===== src/rtl/lane_serializer.sv =====
// lane_serializer: splits a PAR_DATA_BITS word into PAR_LANE_BITS beats, lane 0 first.
// Optional even parity output ob_par with `define LANE_SERIALIZER_PARITY_EN.
module lane_serializer #(
    parameter int PAR_DATA_BITS = 64,
    parameter int PAR_LANE_BITS = 16,
    localparam int N = PAR_DATA_BITS / PAR_LANE_BITS,
    localparam int IW = (N > 1) ? $clog2(N) : 1
) (
    input  logic                     ib_clk,
    input  logic                     ib_rst_n,
    input  logic                     ib_flush,
    input  logic                     ib_valid,
    output logic                     ob_ready,
    input  logic [PAR_DATA_BITS-1:0] ivG_data,
    output logic                     ob_valid,
    input  logic                     ib_ready,
    output logic [PAR_LANE_BITS-1:0] ovG_lane,
    output logic [IW-1:0]            ovG_idx,
    output logic                     ob_last
`ifdef LANE_SERIALIZER_PARITY_EN
    ,output logic                    ob_par
`endif
);

    if ((PAR_DATA_BITS % PAR_LANE_BITS) != 0 || N < 2) begin : g_bad_cfg
        $error("lane_serializer: PAR_DATA_BITS must be a multiple (>=2) of PAR_LANE_BITS");
    end

    typedef enum logic {S_IDLE, S_SEND} state_e;

    state_e                   state_q, state_d;
    logic [PAR_DATA_BITS-1:0] act_q, act_d, pend_q, pend_d;
    logic                     pend_full_q, pend_full_d;
    logic [IW-1:0]            idx_q, idx_d;
    logic [PAR_LANE_BITS-1:0] lane_q, lane_d;
    logic                     last_q, last_d;
    logic                     rdy_en_q;
    logic                     fire_in, beat, act_free;

    // ready is held off until the first edge after reset release
    assign ob_ready = rdy_en_q & ~pend_full_q & ~ib_flush;
    assign fire_in  = ib_valid & ob_ready;
    assign ob_valid = (state_q == S_SEND);
    assign beat     = ob_valid & ib_ready;
    assign act_free = ~ob_valid | (beat & (idx_q == IW'(N - 1)));
    assign ovG_lane = lane_q;
    assign ovG_idx  = idx_q;
    assign ob_last  = last_q;

    always_comb begin
        state_d     = state_q;
        act_d       = act_q;
        pend_d      = pend_q;
        pend_full_d = pend_full_q;
        idx_d       = idx_q;
        if (ib_flush) begin
            state_d     = S_IDLE;
            pend_full_d = 1'b0;
            idx_d       = '0;
        end else if (act_free) begin
            idx_d = '0;
            if (pend_full_q) begin
                act_d       = pend_q;
                pend_full_d = 1'b0;
                state_d     = S_SEND;
            end else if (fire_in) begin
                act_d   = ivG_data;
                state_d = S_SEND;
            end else begin
                state_d = S_IDLE;
            end
        end else begin
            if (beat) idx_d = idx_q + 1'b1;
            if (fire_in) begin
                pend_d      = ivG_data;
                pend_full_d = 1'b1;
            end
        end
        // beat outputs are registered from the next-state word and index
        lane_d = (state_d == S_SEND) ? act_d[idx_d*PAR_LANE_BITS +: PAR_LANE_BITS] : '0;
        last_d = (state_d == S_SEND) && (idx_d == IW'(N - 1));
    end

    always_ff @(posedge ib_clk or negedge ib_rst_n) begin
        if (!ib_rst_n) begin
            state_q     <= S_IDLE;
            act_q       <= '0;
            pend_q      <= '0;
            pend_full_q <= 1'b0;
            idx_q       <= '0;
            lane_q      <= '0;
            last_q      <= 1'b0;
            rdy_en_q    <= 1'b0;
        end else begin
            state_q     <= state_d;
            act_q       <= act_d;
            pend_q      <= pend_d;
            pend_full_q <= pend_full_d;
            idx_q       <= idx_d;
            lane_q      <= lane_d;
            last_q      <= last_d;
            rdy_en_q    <= 1'b1;
        end
    end

`ifdef LANE_SERIALIZER_PARITY_EN
    logic par_q;
    always_ff @(posedge ib_clk or negedge ib_rst_n) begin
        if (!ib_rst_n) par_q <= 1'b0;
        else           par_q <= ^lane_d;
    end
    assign ob_par = par_q;
`endif

endmodule


===== config.mk =====
export PLATFORM = sky130hd
export DESIGN_NAME = lane_serializer
export DESIGN_NICKNAME = d
export VERILOG_FILES = /design/src/rtl/lane_serializer.sv
export SDC_FILE = /design/constraint.sdc
export NUM_CORES = 1
export LEC_CHECK = 0
export CAP_MARGIN = 20
export CORE_UTILIZATION = 50
export DETAILED_ROUTE_END_ITERATION = 7
export PLACE_DENSITY = 0.72
export SLEW_MARGIN = 0
export SYNTH_ARGS = -nofsm -noshare
export SYNTH_HDL_FRONTEND = slang
export SYNTH_SLANG_ARGS = --single-unit

===== constraint.sdc =====
create_clock -name ib_clk -period 2.47 [get_ports ib_clk]
set_input_delay 0.6175 -clock ib_clk [delete_from_list [all_inputs] [get_ports ib_clk]]
set_output_delay 0.6175 -clock ib_clk [all_outputs]
set_load 0.1 [all_outputs]

Word-level counts from Yosys, hierarchy flattened:

Cells that the tools add are included.

* input bits: 69
* output and inout port bits: 21
* word-level logic and storage cells: 40
* bits in registers: 150

* shift operators: 1
* add/subtract/negate cells: 1
* mux-type cells: 15
* bitwise gates (word level): 10
* reductions and logical operators: 3
* equal/unequal tests: 2

Operator list (number)
* $mux W64: 4
* $shiftx A64 B7 Y16: 1
* $mux W16: 1
* $mux W1: 7
* $mux W2: 3
* $and A1 B1 Y1: 5
* $eq A2 B2 Y1 const B: 2
* $not A1 Y1: 4
* $reduce_and A3 Y1: 1
* $reduce_bool A3 Y1: 1
* $add A2 B1 Y2 const B: 1
* $logic_and A1 B1 Y1: 1
* $or A1 B1 Y1: 1

Logic depth before layout (Yosys ltp):

Gate-level depths: netlist of the first run.

* depth in word-level cells: 10
* depth in mapped cells: 8
* depth with buffers taken out: 6

Least setup slack after synthesis of the first run:

No wires, ideal clock.

* kind: input -> output
* from: in ib_flush
* to: out ob_ready
* cell stages on the path: 2
* arrival: 2.941 ns
* data required time: 1.852 ns
* path buffers: 1
* path slack: -1.089 ns
* path through: buf_6 nor3b_1

* word-level cells in the longest chain between the ends: 2

RTL lines
* start: declaration: RTL line 11 `input logic ib_flush,`
* $not A1 Y1 (no source line)
* $and A1 B1 Y1: RTL line 41 `assign ob_ready = rdy_en_q & ~pend_full_q & ~ib_flush;`
* end: declaration: RTL line 13 `output logic ob_ready,`

Every way passes these cells.

Worst setup path in the final report of the first run:

* from: in ib_ready
* to: reg lane_q[12] (netlist: ovG_lane[12])

* word-level cells in the longest chain between the ends: 7
* elaborated cells between the ends (all ways): 12
* those cells by class: shift (1); mux (8); bitwise (3)

RTL lines
* start: declaration: RTL line 16 `input logic ib_ready,`
* $and A1 B1 Y1: RTL line 44 `assign beat = ob_valid & ib_ready;`
* $and A1 B1 Y1: RTL line 45 `assign act_free = ~ob_valid | (beat & (idx_q == IW'(N - 1)));`
* $or A1 B1 Y1: RTL line 45
* $mux W64: RTL line 60 `end else if (act_free) begin`
* $mux W64: RTL line 56 `if (ib_flush) begin`
* named net act_d[28]: RTL line 32 `logic [PAR_DATA_BITS-1:0] act_q, act_d, pend_q, pend_d;`
* $shiftx A64 B7 Y16: RTL line 80 `lane_d = (state_d == S_SEND) ? act_d[idx_d*PAR_LANE_BITS +: PAR_LANE_BITS] : '0;`
* $mux W16: RTL line 80
* named net lane_d[12]: RTL line 35 `logic [PAR_LANE_BITS-1:0] lane_q, lane_d;`
* end signal: assignment: RTL line 100 `lane_q <= lane_d;`
* end: declaration: RTL line 35

The timed path passes the listed nets, and every way through them passes these cells.
A chain may end at the register's enable or synchronous reset.

==> results of run 1 <==
## timing repair
action,4_1_cts,5_1_grt
resized for setup,0,4
setup endpoints to repair,0,6
buffers inserted,0,1
## critical path, stage by stage
cell and delay, ns:
clkdlybuf4s50_1 0.47, a21boi_4 0.19, buf_4 0.27, a211oi_4 0.07
buf_4 0.16, clkbuf_16 0.18, buf_4 0.14, o221a_2 0.28
o22ai_1 0.24, nor2_1 0.07
## through the flow
step | hold WS [ns] | TNS, ns | setup WS [ns] | power [mW]
2_1_floorplan | 0.3219 | -0.09552 | -0.09552 | 4.261
3_3_place_gp | 0.4643 | -15.00 | -0.4071 | 4.738
3_5_place_dp | 0.4876 | -15.16 | -0.4139 | 4.816
4_1_cts | 0.1757 | 0 | 0.03473 | 7.484
5_1_grt | 0.1969 | 0 | 0.03593 | 7.763
6_report | 0.1655 | 0 | 0.08921 | 7.459
## cell usage in the layout (no fill, tap or decap), drive strengths merged, types with 2 or more instances in the layout
cell type and count:
inv 6, or2 2, nand3b 2, a21oi 4
o221a 60, clkbuf 23, o21ai 3, o22ai 19
o21bai 3, nor3b 3, dfrtp 150, nor4 2
bufinv 4, buf 68, nand2 5, nand2b 5
clkinv 4, or3 62, o221ai 14, mux2 63
nor2 21, clkdlybuf4s50 67
## flip-flops by register name, summed over array words and instances (netlist names)
name and flops:
pend_full_q 1, ovG_lane 16, ob_valid 1, rdy_en_q 1
pend_q 64, ob_last 1, act_q 64, ovG_idx 2
## power breakdown
group          switching (mW)  internal, mW
logic                   0.723         0.787
clock network           0.954          1.71
registers               0.243          3.05
## kinds of logic (layout without fill, tap and decap cells)
kind of cell	count (synthesis)	in the layout
AND/OR/NAND/NOR	106	106
flip-flops	150	150
multiplexers	64	64
adder cells (fa/ha/maj)	1	1
AO/OA/AOI/OAI	109	109
buffers and inverters	47	173
other	1	1
## path summary, 6_finish.rpt
| kind | cells past startpoint | endpoint |
|---|---|---|
| worst max-delay path | 10 | ovG_lane[12]$_DFF_PN0_ |
| worst min-delay path | 1 | act_q[42]$_DFF_PN0_ |
| worst max register to register | 10 | ovG_lane[12]$_DFF_PN0_ |
| worst min register to register | 1 | pend_q[42]$_DFFE_PN0P_ |
| max in group asynchronous | 2 | act_q[0]$_DFF_PN0_ |
| min in group ib_clk | 1 | pend_q[42]$_DFFE_PN0P_ |
## cell type report
cell class,count,area (µm²),share of cell area (%)
clock buffers,22,454.2,5.399
clock inverters,9,151.4,1.800
inverters,6,22.52,0.2677
multi-input cells,281,2446,29.07
flip-flops and latches,150,3756,44.65
well taps,168,210.2,2.499
repair buffers,136,1373,16.31
## per-layer routing
layer  vias to the layer above  GRT usage [%]
met5                         -              0
met4                         0          10.13
met3                        25          6.326
met2                       135          44.18
met1                      2397          37.45
li1                       2073              -
==> results.cfg, run 1 <==
[critical_path]
timing.rr.start = ovG_idx[0]$_DFF_PN0_
setup.worst_path.start = ib_ready
crit_type = in -> reg
cp_max_fo = 21
cp-start-kind = input pin
worstPathRequired_ns = 2.77
arrival_ns = 2.68
r2r_slack_ns = 0.13
end_kind = flip-flop

[synthesis]
ys_types = 38
synth_top_family_by_area = compound AO/OA/AOI/OAI gates
synth.top_cell.area_share_pct = 58.65
syn_nets = 548
yosys.area_share.simple_pct = 9.580
yosysMostFrequentCell = dfrtp_1
netlist_top_cells_area = dfrtp_1 59%, mux2_2 11%, o221a_2 11%
synth_xor_area_share_pct = 0
synthesis.area_um2 = 6400
ys_top_cells_by_count = 150 x dfrtp_1, 63 x mux2_2, 62 x or3_1
synthFlopType = dfrtp_1
synth.area.mux_share_pct = 11.24
ys_warn_count = 0
synth-edff-count = 0
yosys.area.top_type = dfrtp_1
ys_seq_elements = 150
synth-compound-area-share_pct = 16.60
syn_avg_cell_area_um2 = 13.39
synthCells = 478
async_reset_ff_share_pct = 100.0
synthAdderAreaFrac_pct = 0.1955
ys_seq_area_share_pct = 58.65

[global_route]
antenna_found_initial = 0
grt_overflow_total = 0
grt_pass1_vias = 4919
grt_pass1_wl_um = 26900
grt_max_degree = 59
grt_usage_pct = 27.72

[cells_and_area]
fin_nets = 662
post-route-util_pct = 68.61
area_growth_pct = 31.46
drive_above_1_share_pct = 39.07
fill_cells = 885
layout.cells.non_filler = 772
final_area_um2 = 8413
antenna_cells = 0

[floorplanning]
io_pins = 90
fp.dieH_um = 115.1
dieArea_um2 = 13260
start_util_pct = 52.19
die_w_um = 115.1
core_region_area_um2 = 12260
num_rows = 40

[detailed_routing]
drcViolationCount = 0
wl_met1_um = 7386
viasPerCell = 5.997
dr_wl_met3_um = 889
routedWlPerCell_um = 21.92
drt-pass1-iter-count = 4
wl_um = 16920
vias = 4630
wl_met2_um = 8352
dr.max_layer_used = met4
drt_iter0_drc = 408
ant_nets = 0

[min_path]
hold_path_class = in -> async

[clock_network]
clockBufferDepth = 2
insertion_delay_ns = 0.42
htree_levels = 4
cts_buffers = 17
hold_buffers = 0
tritoncts = yes
cts_sinks = 150
root_buffer = clkbuf_16
path_clk_slew_ns = 0.06

[sta]
tightest_slew_ns = 0.5604
finalCritPeriodShare_pct = 96.39
fmax_ghz = 0.4200
slew_violations = 0
hold_violations = 0
layout_min_cycle_time_ns = 2.381
slew_headroom_pct = 62.64
setup_viol = 0
rsz0062_at_grt = no
final.setup_skew_ns = 0.006965

[power_and_ir_drop]
ir_drop_mv = 0.4909
leakagePower_nw = 3.578
power_density_nw_per_um2 = 886.6

[status]
outcome = complete, no violations

[place]
placed_cell_area_um2 = 7755
gp_congestion = 0.8157
io_buffer_count = 89
dpl.cell_count = 739
dp_hpwl_um = 11310

[flow_run]
maxCapViolCount = 0
No activity file was read; power rests on OpenSTA's default activity.
==> run 2: changes to the inputs <==
--- a/config.mk
+++ b/config.mk
@@ -6,9 +6,9 @@
 export NUM_CORES = 1
 export LEC_CHECK = 0
 export CAP_MARGIN = 20
-export CORE_UTILIZATION = 50
+export CORE_UTILIZATION = 25
 export DETAILED_ROUTE_END_ITERATION = 7
-export PLACE_DENSITY = 0.72
+export PLACE_DENSITY = 0.41
 export SLEW_MARGIN = 0
 export SYNTH_ARGS = -nofsm -noshare
 export SYNTH_HDL_FRONTEND = slang
==> run 2 against run 1 <==
Effect of this change:
- combinational power is essentially flat
- sequential power hardly changed
- critical endpoint is now ovG_lane[7]$_DFF_PN0_
- worst setup slack lost 0.019 ns
- clock power rose by 5%
- first-iteration DRC count is 45% lower
- largest cell class unchanged
==> results.cfg, run 2 (synthesized netlist as in run 1, its figures left out) <==
[status]
outcome = complete, no violations

[power_and_ir_drop]
ir_drop_mv = 0.3852
leakagePower_nw = 3.572
power_density_nw_per_um2 = 876.5

[cells_and_area]
fin_nets = 659
antenna_cells = 0
fill_cells = 2463
most-common-layout-cells = 148 x dfrtp_1, 67 x clkdlybuf4s50_1, 63 x mux2_2
post-route-util_pct = 34.40
layout.cells.non_filler = 932
final_area_um2 = 8663
drive_above_1_share_pct = 39.87
area_growth_pct = 35.37
final_common_cell = dfrtp_1

[clock_network]
clockBufferDepth = 2
root_buffer = clkbuf_16
insertion_delay_ns = 0.42
path_clk_slew_ns = 0.06
tritoncts = yes
cts_sinks = 150
htree_levels = 4
cts_buffers = 17

[global_route]
grt_overflow_total = 0
grt-busiest-layer = met2
grt_pass1_vias = 4883
antenna_found_initial = 0
grt_usage_pct = 15.49
grt_max_degree = 52
grt_use_met1_pct = 21.04
met2_usage_pct = 24.29
grt_pass1_wl_um = 30070
grt.met3_usage_pct = 4.367

[floorplanning]
start_util_pct = 25.41
io_pins = 90
fp.dieH_um = 162
num_rows = 58
core_region_area_um2 = 25180
dieArea_um2 = 26240
die_w_um = 162

[sta]
tns_ns = 0
finalWorstSetupSlack_ns = 0.07060
hold_violations = 0
layout_min_cycle_time_ns = 2.399
fmax_ghz = 0.4168
rsz0062_at_grt = no
finalCritPeriodShare_pct = 97.14
slew_violations = 0
slew_headroom_pct = 66.03
tightest_slew_ns = 0.5095
final.setup_skew_ns = 0.007694
setup_viol = 0

[place]
gp_congestion = 0.7490
dp_hpwl_um = 13170
placed_cell_area_um2 = 7988
io_buffer_count = 89
dpl.cell_count = 900
post-place-ws_ns = -0.4800

[detailed_routing]
vias = 4526
routedWlPerCell_um = 20.67
wl_um = 19270
ant_nets = 0
viasPerCell = 4.856
drt-pass1-iter-count = 4
drcViolationCount = 0
drt_iter0_drc = 226

[min_path]
hold_path_class = in -> async

[critical_path]
crit_type = in -> reg
end_kind = flip-flop
worstPathRequired_ns = 2.77
arrival_ns = 2.70
cp-start-kind = input pin
cp_max_fo = 51

[flow_run]
maxCapViolCount = 0
==> run 2: cell type report <==
cell class	count	area [µm²]	share of cell area, %
Clock buffer	20	456.7	5.272
Clock inverter	12	176.4	2.036
Inverter	6	22.52	0.2600
Multi-Input combinational cell	281	2469	28.50
Sequential cell	150	3756	43.36
Tap cell	330	412.9	4.766
Timing Repair Buffer	133	1370	15.81
==> run 2: per-stage QoR <==
step                      hold WS [ns]  total power, mW
after floorplan                 0.3219            4.261
after global placement          0.4613            4.806
after global routing            0.1514            7.942
after detailed placement        0.4768            4.851
final                           0.1235            7.593
after CTS                       0.1550            7.680
==> run 2: per-layer routing <==
layer,part of all wire [%],up-vias
li1,-,2060
met1,48,2385
met2,47,74
met3,4.5,7
met4,0.91,0
met5,0,-
==> run 2: what timing repair did <==
item | CTS | global route
endpoints found under the setup margin | 2 | 6
resized for setup | 2 | 5
hold buffers | 0 | 0
buffers inserted | 0 | 0
==> run 2: path summary, 6_finish.rpt <==
check | start | to | slack [ns] | depth (start not counted)
worst max-delay path | ib_ready | ovG_lane[7]$_DFF_PN0_ | 0.07 | 7
worst min-delay path | ib_rst_n | ob_last$_DFF_PN0_ | 0.12 | 1
worst max register to register | ovG_idx[0]$_DFF_PN0_ | ovG_lane[7]$_DFF_PN0_ | 0.12 | 7
worst min register to register | pend_q[45]$_DFFE_PN0P_ | pend_q[45]$_DFFE_PN0P_ | 0.49 | 2
max in group asynchronous | ib_rst_n | pend_q[25]$_DFFE_PN0P_ | 1.63 | 2
min in group ib_clk | pend_q[45]$_DFFE_PN0P_ | pend_q[45]$_DFFE_PN0P_ | 0.49 | 2
==> run 2: power breakdown <==
part,switching (mW),leakage [nW],internal [mW],total [mW]
Clock,1.04,0.294,1.74,2.78
Combinational,0.744,1.44,0.799,1.54
Sequential,0.225,1.84,3.04,3.27
Total,2.01,3.57,5.59,7.59
==> run 2: worst max-delay path: stages <==
cell,delay (ns)
clkdlybuf4s50_1,0.52
a21boi_4,0.08
or3_2,0.51
buf_12,0.23
o221a_2,0.30
o221ai_1,0.33
nor2_1,0.08
